$ cat src/rtl/i2c_mon_pkg.sv
// Purpose : shared definitions for the I2C bus monitor (event codes, record layout, FSM states).
// Latency : n/a (types and helper function only).
// Backpressure: n/a.
package i2c_mon_pkg;

    // Event type codes carried in record bits [15:12]; 0x0 and 0x7-0xF are never produced.
    typedef enum logic [3:0] {
        EVT_START     = 4'h1,
        EVT_RSTART    = 4'h2,
        EVT_ADDR      = 4'h3,
        EVT_DATA      = 4'h4,
        EVT_STOP      = 4'h5,
        EVT_FRAME_ERR = 4'h6
    } evt_type_e;

    // Protocol-tracking FSM states.
    typedef enum logic [2:0] {
        ST_IDLE     = 3'd0,
        ST_ADDR     = 3'd1,
        ST_ADDR_ACK = 3'd2,
        ST_DATA     = 3'd3,
        ST_DATA_ACK = 3'd4,
        ST_SKIP     = 3'd5
    } state_e;

    localparam int EVT_W = 16;

    // Record layout: [15:12] type, [11:10] reserved, [9] ack, [8] r/w, [7:0] byte.
    typedef struct packed {
        evt_type_e  typ;
        logic [1:0] rsvd;
        logic       ack;
        logic       rw;
        logic [7:0] dat;
    } evt_t;

    function automatic logic [EVT_W-1:0] mk_evt(input evt_type_e typ, input logic ack,
                                                 input logic rw, input logic [7:0] dat);
        evt_t e;
        e.typ  = typ;
        e.rsvd = 2'b00;
        e.ack  = ack;
        e.rw   = rw;
        e.dat  = dat;
        return e;
    endfunction

endpackage

$ cat src/rtl/i2c_evt_fifo.sv
// Purpose : generic first-word-fall-through FIFO holding monitor event records.
// Latency : write to o_rd_vld is 1 cycle; head data is visible combinationally.
// Backpressure: a write into a full FIFO is dropped (o_wr_drop pulses) unless a pop happens the same cycle.
// Ports: i_clk/i_rst clock and async reset; i_wr_vld/i_wr_dat write side; o_wr_drop drop pulse;
//        o_rd_vld/o_rd_dat/i_rd_rdy read side (o_rd_dat is 0 while empty).
module i2c_evt_fifo #(
    parameter int WIDTH = 16,
    parameter int DEPTH = 16
) (
    input  logic             i_clk,
    input  logic             i_rst,
    input  logic             i_wr_vld,
    input  logic [WIDTH-1:0] i_wr_dat,
    output logic             o_wr_drop,
    output logic             o_rd_vld,
    output logic [WIDTH-1:0] o_rd_dat,
    input  logic             i_rd_rdy
);

    localparam int            AW       = (DEPTH > 1) ? $clog2(DEPTH) : 1;
    localparam logic [AW:0]   FULL_CNT = (AW + 1)'(DEPTH);

    logic [WIDTH-1:0] mem [DEPTH];
    logic [AW-1:0]    wr_ptr;
    logic [AW-1:0]    rd_ptr;
    logic [AW:0]      count;
    logic             empty;
    logic             full;
    logic             pop;
    logic             push;

    assign empty = (count == '0);
    assign full  = (count == FULL_CNT);
    assign pop   = i_rd_rdy && !empty;
    // A pop in the same cycle frees the slot, so a full FIFO can still accept.
    assign push  = i_wr_vld && (!full || pop);

    assign o_wr_drop = i_wr_vld && full && !pop;
    assign o_rd_vld  = !empty;
    assign o_rd_dat  = empty ? '0 : mem[rd_ptr];

    always_ff @(posedge i_clk) begin
        if (push) begin
            mem[wr_ptr] <= i_wr_dat;
        end
    end

    // DEPTH is a power of two, so the pointers wrap naturally.
    always_ff @(posedge i_clk or posedge i_rst) begin
        if (i_rst) begin
            wr_ptr <= '0;
            rd_ptr <= '0;
            count  <= '0;
        end else begin
            if (push) begin
                wr_ptr <= wr_ptr + 1'b1;
            end
            if (pop) begin
                rd_ptr <= rd_ptr + 1'b1;
            end
            case ({push, pop})
                2'b10:   count <= count + 1'b1;
                2'b01:   count <= count - 1'b1;
                default: count <= count;
            endcase
        end
    end

endmodule

$ cat src/rtl/i2c_bus_monitor.sv
// Purpose : passive I2C bus monitor that turns START/STOP/address/data activity into 16-bit event records.
// Latency : filtered edge to o_evt_valid is 1 cycle (2 when a FRAME_ERR precedes the START/STOP record).
// Backpressure: records queue in an event FIFO; when full new records are dropped and o_overflow sticks.
// Ports: i_clk/i_rst clock and async reset; i_SDA/i_SCL raw bus pins; o_evt_data/o_evt_valid/i_evt_ready
//        event stream; o_overflow sticky drop flag cleared by i_clr_ovf; o_busy bus-transaction flag.
module i2c_bus_monitor
    import i2c_mon_pkg::*;
#(
    parameter int         FILT_LEN     = 3,
    parameter int         FIFO_DEPTH   = 16,
    parameter int         ADDR_FILT_EN = 0,
    parameter logic [6:0] ADDR_MATCH   = 7'h00
) (
    input  logic        i_clk,
    input  logic        i_rst,
    input  logic        i_SDA,
    input  logic        i_SCL,
    output logic [15:0] o_evt_data,
    output logic        o_evt_valid,
    input  logic        i_evt_ready,
    output logic        o_overflow,
    input  logic        i_clr_ovf,
    output logic        o_busy
);

    localparam logic [3:0] FILT_LAST = 4'(FILT_LEN - 1);

    // Pin index 0 = SCL, 1 = SDA.
    logic [1:0]      sync1;
    logic [1:0]      sync2;
    logic [1:0]      flt;
    logic [1:0]      flt_d;
    logic [1:0][3:0] fcnt;

    always_ff @(posedge i_clk or posedge i_rst) begin
        if (i_rst) begin
            sync1 <= '1;
            sync2 <= '1;
            flt   <= '1;
            flt_d <= '1;
            fcnt  <= '0;
        end else begin
            sync1 <= {i_SDA, i_SCL};
            sync2 <= sync1;
            flt_d <= flt;
            for (int i = 0; i < 2; i++) begin
                // Count consecutive samples disagreeing with the filtered level; any agreeing sample restarts.
                if (sync2[i] != flt[i]) begin
                    if (fcnt[i] == FILT_LAST) begin
                        flt[i]  <= sync2[i];
                        fcnt[i] <= '0;
                    end else begin
                        fcnt[i] <= fcnt[i] + 4'd1;
                    end
                end else begin
                    fcnt[i] <= '0;
                end
            end
        end
    end

    logic scl_f, sda_f, scl_d, sda_d;
    logic scl_rise, scl_fall, start_det, stop_det;

    assign scl_f     = flt[0];
    assign sda_f     = flt[1];
    assign scl_d     = flt_d[0];
    assign sda_d     = flt_d[1];
    assign scl_rise  = scl_f & ~scl_d;
    assign scl_fall  = ~scl_f & scl_d;
    // SCL must have been high on both samples so a simultaneous SCL/SDA change is not a bus condition.
    assign start_det = scl_f & scl_d & sda_d & ~sda_f;
    assign stop_det  = scl_f & scl_d & ~sda_d & sda_f;

    state_e      state_q, state_nxt;
    logic [7:0]  shreg_q, shreg_nxt;
    logic [3:0]  cnt_q, cnt_nxt;
    logic [3:0]  hold_q, hold_nxt;
    logic        bit_hi_q, bit_hi_nxt;
    logic        busy_q, busy_nxt;
    logic        pend_start_q, pend_start_nxt;
    logic        pend_stop_q, pend_stop_nxt;
    logic        push_vld;
    logic [15:0] push_dat;
    logic [3:0]  err_cnt;
    logic        fifo_drop;
    logic        ovf_q;

    // Every START/STOP happens during an SCL high phase whose rising edge already shifted a bit in.
    // That bit belongs to the bus condition, not the byte, so the count from before it is used.
    assign err_cnt = bit_hi_q ? hold_q : cnt_q;

    always_ff @(posedge i_clk or posedge i_rst) begin
        if (i_rst) begin
            state_q      <= ST_IDLE;
            shreg_q      <= '0;
            cnt_q        <= '0;
            hold_q       <= '0;
            bit_hi_q     <= 1'b0;
            busy_q       <= 1'b0;
            pend_start_q <= 1'b0;
            pend_stop_q  <= 1'b0;
        end else begin
            state_q      <= state_nxt;
            shreg_q      <= shreg_nxt;
            cnt_q        <= cnt_nxt;
            hold_q       <= hold_nxt;
            bit_hi_q     <= bit_hi_nxt;
            busy_q       <= busy_nxt;
            pend_start_q <= pend_start_nxt;
            pend_stop_q  <= pend_stop_nxt;
        end
    end

    always_comb begin
        state_nxt      = state_q;
        shreg_nxt      = shreg_q;
        cnt_nxt        = cnt_q;
        hold_nxt       = hold_q;
        bit_hi_nxt     = bit_hi_q & ~scl_fall;
        busy_nxt       = busy_q;
        pend_start_nxt = 1'b0;
        pend_stop_nxt  = 1'b0;
        push_vld       = 1'b0;
        push_dat       = '0;

        if (pend_start_q) begin
            // Deferred repeated START after its FRAME_ERR record.
            push_vld  = 1'b1;
            push_dat  = mk_evt(EVT_RSTART, 1'b0, 1'b0, 8'h00);
            state_nxt = ST_ADDR;
        end else if (pend_stop_q) begin
            push_vld  = 1'b1;
            push_dat  = mk_evt(EVT_STOP, 1'b0, 1'b0, 8'h00);
            busy_nxt  = 1'b0;
            state_nxt = ST_IDLE;
        end else if (start_det) begin
            shreg_nxt  = '0;
            cnt_nxt    = '0;
            bit_hi_nxt = 1'b0;
            if (state_q == ST_IDLE) begin
                push_vld  = 1'b1;
                push_dat  = mk_evt(EVT_START, 1'b0, 1'b0, 8'h00);
                busy_nxt  = 1'b1;
                state_nxt = ST_ADDR;
            end else if (err_cnt != 4'd0) begin
                push_vld       = 1'b1;
                push_dat       = mk_evt(EVT_FRAME_ERR, 1'b0, 1'b0, {4'b0000, err_cnt});
                pend_start_nxt = 1'b1;
            end else if (state_q == ST_SKIP) begin
                state_nxt = ST_ADDR;
            end else begin
                push_vld  = 1'b1;
                push_dat  = mk_evt(EVT_RSTART, 1'b0, 1'b0, 8'h00);
                state_nxt = ST_ADDR;
            end
        end else if (stop_det) begin
            if (state_q != ST_IDLE) begin
                shreg_nxt  = '0;
                cnt_nxt    = '0;
                bit_hi_nxt = 1'b0;
                if (err_cnt != 4'd0) begin
                    push_vld      = 1'b1;
                    push_dat      = mk_evt(EVT_FRAME_ERR, 1'b0, 1'b0, {4'b0000, err_cnt});
                    pend_stop_nxt = 1'b1;
                end else begin
                    push_vld  = 1'b1;
                    push_dat  = mk_evt(EVT_STOP, 1'b0, 1'b0, 8'h00);
                    busy_nxt  = 1'b0;
                    state_nxt = ST_IDLE;
                end
            end
        end else if (scl_rise) begin
            case (state_q)
                ST_ADDR, ST_DATA: begin
                    shreg_nxt  = {shreg_q[6:0], sda_f};
                    hold_nxt   = cnt_q;
                    bit_hi_nxt = 1'b1;
                    if (cnt_q == 4'd7) begin
                        cnt_nxt   = '0;
                        state_nxt = (state_q == ST_ADDR) ? ST_ADDR_ACK : ST_DATA_ACK;
                    end else begin
                        cnt_nxt = cnt_q + 4'd1;
                    end
                end
                ST_ADDR_ACK: begin
                    if ((ADDR_FILT_EN != 0) && (shreg_q[7:1] != ADDR_MATCH)) begin
                        state_nxt = ST_SKIP;
                    end else begin
                        push_vld  = 1'b1;
                        push_dat  = mk_evt(EVT_ADDR, ~sda_f, shreg_q[0], {1'b0, shreg_q[7:1]});
                        state_nxt = ST_DATA;
                    end
                end
                ST_DATA_ACK: begin
                    push_vld  = 1'b1;
                    push_dat  = mk_evt(EVT_DATA, ~sda_f, 1'b0, shreg_q);
                    state_nxt = ST_DATA;
                end
                default: begin
                end
            endcase
        end
    end

    i2c_evt_fifo #(
        .WIDTH (EVT_W),
        .DEPTH (FIFO_DEPTH)
    ) u_fifo (
        .i_clk     (i_clk),
        .i_rst     (i_rst),
        .i_wr_vld  (push_vld),
        .i_wr_dat  (push_dat),
        .o_wr_drop (fifo_drop),
        .o_rd_vld  (o_evt_valid),
        .o_rd_dat  (o_evt_data),
        .i_rd_rdy  (i_evt_ready)
    );

    // A new drop wins over a clear in the same cycle.
    always_ff @(posedge i_clk or posedge i_rst) begin
        if (i_rst) begin
            ovf_q <= 1'b0;
        end else if (fifo_drop) begin
            ovf_q <= 1'b1;
        end else if (i_clr_ovf) begin
            ovf_q <= 1'b0;
        end
    end

    assign o_overflow = ovf_q;
    assign o_busy     = busy_q;

endmodule
$ cat config.mk
export PLATFORM = sky130hd
export DESIGN_NAME = i2c_bus_monitor
export DESIGN_NICKNAME = d
export VERILOG_FILES = /design/src/rtl/i2c_mon_pkg.sv /design/src/rtl/i2c_evt_fifo.sv /design/src/rtl/i2c_bus_monitor.sv
export SDC_FILE = /design/constraint.sdc
export NUM_CORES = 1
export LEC_CHECK = 0
export ABC_AREA = 0
export BUFFER_PORTS_ARGS = -buffer_cell sky130_fd_sc_hd__clkbuf_2
export CAP_MARGIN = 15
export CORE_ASPECT_RATIO = 0.5
export CORE_MARGIN = 4
export CORE_UTILIZATION = 43
export CTS_BUF_LIST = sky130_fd_sc_hd__clkbuf_4
export DETAILED_ROUTE_END_ITERATION = 7
export PLACE_DENSITY = 0.6
export SYNTH_ARGS = -nofsm -noshare
export SYNTH_HDL_FRONTEND = slang
export SYNTH_SLANG_ARGS = --single-unit
$ cat constraint.sdc
create_clock -name i_clk -period 4.99 [get_ports i_clk]
set_input_delay 0.499 -clock i_clk [delete_from_list [all_inputs] [get_ports i_clk]]
set_output_delay 0.499 -clock i_clk [all_outputs]
set_load 0.1 [all_outputs]
==> impl_metrics.toml, run 1 <==
[status]
status = "completed"

[global_routing]
grt_max_degree = 56
grt_use_total_pct = 16.8
grt_pass1_vias = 5852
grt_first_pass_wirelength_um = 35300
globalRoute.totalOverflow = 0
antenna_found_initial = 0

[die]
core_um2 = 24500
start_util_pct = 44.6
dieArea_um2 = 28200
die_h_um = 121
io_pins = 25
die_w_um = 233
rows = 40

[placement]
place_inst = 945
port_buffers = 21
placed_area_um2 = 11400
globalplace.congestion = 0.818
hpwl_um = 12600

[power]
p_switching_mw = 3.12
cellInternalPower_mw = 4.65
ir_drop_mv = 0.286
p_sw_share_pct = 40.1
pwr-share-comb_pct = 39.6
clock_power_share_pct = 21.1
p_per_area_nw_per_um2 = 636
power_leakage_nw = 4.43
share_seq_of_total_power_pct = 39.3

[sta]
max_freq_mhz = 248
hold_viol_final = 0
max_slew_margin_pct = 23.1
finalMaxSlewViolations = 0
hold-worst-slack_ns = 0.205
clock_skew_ns = 0.0588
rsz0062_at_grt = "false"
period_minus_slack_ns = 4.03
setup_viol = 0
fin_tns_setup_ns = 0
fin_crit_sh_pct = 80.7
tightestPinTransition_ns = 1.15

[yosys]
netlist_area_um2 = 10900
synth_edf_count = 208
ys_warn_count = 0
synth_top_area_cell = "edfxtp_1"
synth.distinct_cells = 59
ys_async_sr_fraction_pct = 20.3
synth.area.top_cells = "edfxtp_1, mux4_2, dfrtp_1"
synth_top_cell_area_share_pct = 57.2
synthFlopType = "edfxtp_1"
synth-seq-cells = 261
syn_avg_cell_area_um2 = 17.8
ys_seq_area_share_pct = 69.5
synth_cells = 613

[clocking]
post_cts_buffers = 0
cts_tree = "yes"
cts_buffers = 59
cts_max_level = 2
root_buffer = "clkbuf_4"
cts.clk_slew.worst_paths_ns = 0.07
ctsResizeCount = 0
clock_path_buffers = 3
cts_sinks = 261
clkLatencyLatePin_ns = 0.72

[worst_setup_path]
cp_max_fo = 30
crit_arrival_ns = 3.53
crit_start = "u_fifo.rd_ptr[0]"
critPathKind = "reg2out"
endpoint_kind = "output port"
worst-r2r-setup-slack_ns = 1.21
start_kind = "flip-flop"
worstPathRequired_ns = 4.49
r2r_start = "flt[0]"

[drt]
antenna_left = 0
routedWlPerCell_um = 21.5
drt-total-wl_um = 22800
dr_total_vias = 5742
viasPerCell = 5.41
dr.pass1.iters = 5
drc = 0
first_iter_violations = 573

[layout]
drive_gt1_share_pct = 31.0
final_cell_mix = "edfxtp_1, clkbuf_4, mux4_2, dfrtp_1, nor2_1"
nets = 698
final_common_cell = "edfxtp_1"
design_area_um2 = 12200
stdcell_count = 1061
nFillCells = 2051
antennaDiodeCount = 0
syn2layout_area_growth_pct = 11.8

[hold_path]
hold_start = "i_evt_ready"
hold_class = "in2reg"

[flow_run]
max_cap_viol_count = 0
## worst paths after layout
kind / endpoint / cells after the start
worst max-delay path: o_evt_data[7] / 5
max in group asynchronous: u_fifo.rd_ptr[0] / 4
worst min-delay path: o_overflow / 3
worst min register to register: sync2[0] / 0
min in group asynchronous: fcnt[6] / 4
worst max register to register: u_fifo.count[4] / 13
## power by group through the flow
stage	Sequential (mW)	Combinational [mW]	Clock, mW
after floorplan	2.90	2.63	0
after global placement	3.12	3.01	0
after detailed placement	3.13	3.03	0
after CTS	3.08	3.04	1.70
after global routing	3.11	3.30	1.83
final	3.05	3.07	1.64
## cell usage after synthesis, drive strengths merged, types with 2 or more instances
cell type and n:
nand2b 4, nor3 7, xor2 11, and2 8
o31ai 3, nand2 29, buf 17, nor3b 3
or4b 2, a222oi 2, o21ai 13, nand3b 2
inv 10, nand4 2, clkbuf 18, nor2b 21
mux2 10, mux4 65, nand4b 2, ha 13
a22oi 7, nor2 34, xnor2 9, a21oi 5
dfstp 8, edfxtp 208, dfrtp 45, and4bb 2
and3 13, o22a 2, a22o 9, nand3 3
o22ai 3, nor4 2, o21bai 3, mux2i 2
## per-layer routing
layer  vias up  routed length [um]  global-route usage, %
met3        20                1720                   4.76
met2       206               10400                   24.8
met4         0                 205                   3.91
li1       2582                   -                      -
met1      2934               10500                   24.9
met5         -                   0                      0
## sequential cells by signal, summed over array words and instances, names as in the netlist, 4 cells and up
name / count
u_fifo.mem: 208
fcnt: 8
shreg_q: 8
u_fifo.count: 5
cnt_q: 4
hold_q: 4
u_fifo.rd_ptr: 4
u_fifo.wr_ptr: 4
## per-stage QoR
step | total power [mW] | worst slack, ns | utilization [%]
CTS | 7.82 | 0.787 | 49.6
global placement | 6.13 | 1.41 | 46.4
floorplan | 5.53 | 1.72 | -
global route | 8.23 | 0.708 | 49.9
finish | 7.77 | 0.964 | 49.9
detailed placement | 6.16 | 1.28 | 46.4
## final cells by class
class	instances	area [um2]	area share [%]
repair buffers	38	273	2.24
well taps	336	420	3.45
clock inverters	19	83.8	0.687
flip-flops and latches	261	7590	62.2
multi-input cells	309	3140	25.7
inverters	10	37.5	0.308
clock buffers	88	661	5.41
## cell families (layout without fill, tap and decap cells)
| kind of cell | after synthesis | after routing | synth area share, % |
|---|---|---|---|
| DFF | 261 | 261 | 69.5 |
| and+or+nand+nor | 141 | 141 | 7.21 |
| muxes | 77 | 77 | 14.7 |
| AOI/OAI and AO/OA | 55 | 55 | 3.55 |
| buffers and inverters | 45 | 155 | 1.93 |
| xor gates and xnor gates | 20 | 20 | 1.67 |
| adders and majority gates | 13 | 13 | 1.49 |
| other | 1 | 3 | 0.0344 |
## repair_timing
| item | 4_1_cts | 5_1_grt |
|---|---|---|
| hold buffers | 4 | 0 |
| setup endpoints to repair | 0 | 0 |
| hold endpoints to repair | 48 | 0 |
## worst max-delay path, stage by stage, from the launching register on
cell and delay (ns):
dfrtp_4 0.82, buf_4 0.45, mux4_2 0.56, mux4_2 0.46, nor2b_1 0.16, clkbuf_2 0.39
(Power assumes the default switching activity.)
==> run 2: changes to the inputs <==
==> constraint.sdc (replaced) <==
create_clock -name i_clk -period 4 [get_ports i_clk]
set_input_delay 0.4 -clock i_clk [delete_from_list [all_inputs] [get_ports i_clk]]
set_output_delay 0.4 -clock i_clk [all_outputs]
set_load 0.1 [all_outputs]
==> run 2 against run 1 <==
Effect of this change:
- sequential power up 25%
- cell count up 2.5%
- clock power up 32%
- combinational power is 27% higher
- clock skew up 0.0030 ns
- largest cell class unchanged
==> impl_metrics.toml, run 2 (same netlist as run 1, synthesis figures left out) <==
[status]
status = "completed"

[worst_setup_path]
worstPathRequired_ns = 3.60
reg2reg_depth = 14
worstPathCellList = "buf_12 > mux4_2 > mux4_2 > nor2b_1 > clkbuf_2"
r2r_start = "cnt_q[0]"
endpoint_kind = "output port"
start_kind = "flip-flop"
cp_common_cell = "mux4_2"
crit_arrival_ns = 3.23
worst-r2r-setup-slack_ns = 0.62
cp_max_fo = 20
critPathKind = "reg2out"
r2r-end = "u_fifo.count[4]"
crit_slowest_cell = "dfrtp_4"
worst_path_largest_cell_delay_ns = 0.71

[drt]
drt-total-wl_um = 23100
drc = 0
viasPerCell = 5.32
dr_total_vias = 5779
routedWlPerCell_um = 21.2
antenna_left = 0
dr.pass1.iters = 5
first_iter_violations = 584

[global_routing]
globalRoute.totalOverflow = 0
grt_max_degree = 29
antenna_found_initial = 0
grt_first_pass_wirelength_um = 36100
grt_pass1_vias = 5973
grt_use_total_pct = 17.2

[power]
power_leakage_nw = 4.57
p_per_area_nw_per_um2 = 793
power.total_mw = 9.86
ir_drop_mv = 0.429

[layout]
final_cell_mix = "edfxtp_1, clkbuf_4, mux4_2, dfrtp_1, nor2_1"
nets = 719
largest_reg_flops = 208
largest-register = "u_fifo.mem"
top_regs = "u_fifo.mem: 208 flops, fcnt: 8 flops, shreg_q: 8 flops"
antennaDiodeCount = 0
nFillCells = 2011
drive_gt1_share_pct = 34.1
final_common_cell = "edfxtp_1"
syn2layout_area_growth_pct = 13.9

[flow_run]
max_cap_viol_count = 0

[sta]
rsz0062_at_grt = "false"
setup_slack_ns = 0.372
clock_skew_ns = 0.0618
max_freq_mhz = 276
fin_tns_setup_ns = 0
max_slew_margin_pct = 31.6
setup_viol = 0
fin_crit_sh_pct = 90.7
finalMaxSlewViolations = 0
tightestPinTransition_ns = 1.02
hold_viol_final = 0
period_minus_slack_ns = 3.63

[placement]
globalplace.congestion = 0.846
port_buffers = 21
hpwl_um = 13400
place_ws_ns = 0.692

[hold_path]
hold_start = "i_evt_ready"
hold_path_end = "o_overflow"
hold-path-cell-count = 3
hold_class = "in2reg"

[clocking]
cts_tree = "yes"
ctsResizeCount = 0
root_buffer = "clkbuf_4"
clkLatencyLatePin_ns = 0.71
cts_buffers = 59
cts.clk_slew.worst_paths_ns = 0.07
cts_max_level = 2
clock_path_buffers = 3
cts_sinks = 261

[die]
core_um2 = 24500
start_util_pct = 44.6
io_pins = 25
die_w_um = 233
rows = 40
die_h_um = 121
dieArea_um2 = 28200
==> run 2: cell type report <==
type	instances	area, um2	share of cell area (%)
clock buffer	100	751	6.04
timing repair buffer	59	438	3.52
clock inverter	12	55.1	0.443
tap	336	420	3.38
sequential	261	7590	61.0
multi-input combinational	309	3150	25.3
inverter	10	37.5	0.302
==> run 2: power breakdown <==
part,internal (mW),switching (mW),total (mW)
Clock,1.13,1.03,2.16
Sequential,3.39,0.412,3.81
Combinational,1.44,2.46,3.90
Total,5.96,3.90,9.86
==> run 2: metal layers <==
metal | global-route usage [%] | vias to the layer above | share of wire, %
met5 | 0 | - | 0
met3 | 4.31 | 30 | 6.6
li1 | - | 2629 | -
met1 | 24.7 | 2938 | 46
met2 | 26.6 | 182 | 47
met4 | 4.10 | 0 | 1.2
==> run 2: worst max path at each step <==
| stage | startpoint | endpoint | slack (ns) | depth (start not counted) |
|---|---|---|---|---|
| 2_1_floorplan | flt[0] | u_fifo.count[4] | 0.78 | 17 |
| 3_5_place_dp | cnt_q[0] | u_fifo.count[4] | 0.69 | 14 |
| 3_3_place_gp | cnt_q[0] | u_fifo.count[4] | 0.73 | 14 |
| 6_report | u_fifo.rd_ptr[0] | o_evt_data[8] | 0.37 | 5 |
| 5_1_grt | u_fifo.rd_ptr[0] | o_evt_data[8] | 0.17 | 5 |
| 4_1_cts | u_fifo.rd_ptr[0] | o_evt_data[1] | 0.25 | 5 |
==> run 2: per-stage QoR <==
step	utilization, %	hold WS [ns]	instance area, um2	cells
3_3_place_gp	47.3	0.347	11600	970
6_report	50.8	0.135	12400	1087
4_1_cts	50.8	0.0595	12400	1086
3_5_place_dp	47.3	0.347	11600	970
2_1_floorplan	-	0.345	10900	615
5_1_grt	50.8	0.119	12400	1087
==> run 2: repair_timing <==
item,4_1_cts,5_1_grt
endpoints found under the hold margin,25,0
setup buffers,0,0
hold buffers,4,0
==> run 2: critical path: cells and delay by family, from the launching register on <==
kind | cells | cell delay (ns)
buffers and inverters | 2 | 0.65
flip-flops | 1 | 0.71
multiplexers | 2 | 1.03
AND/OR/NAND/NOR | 1 | 0.15
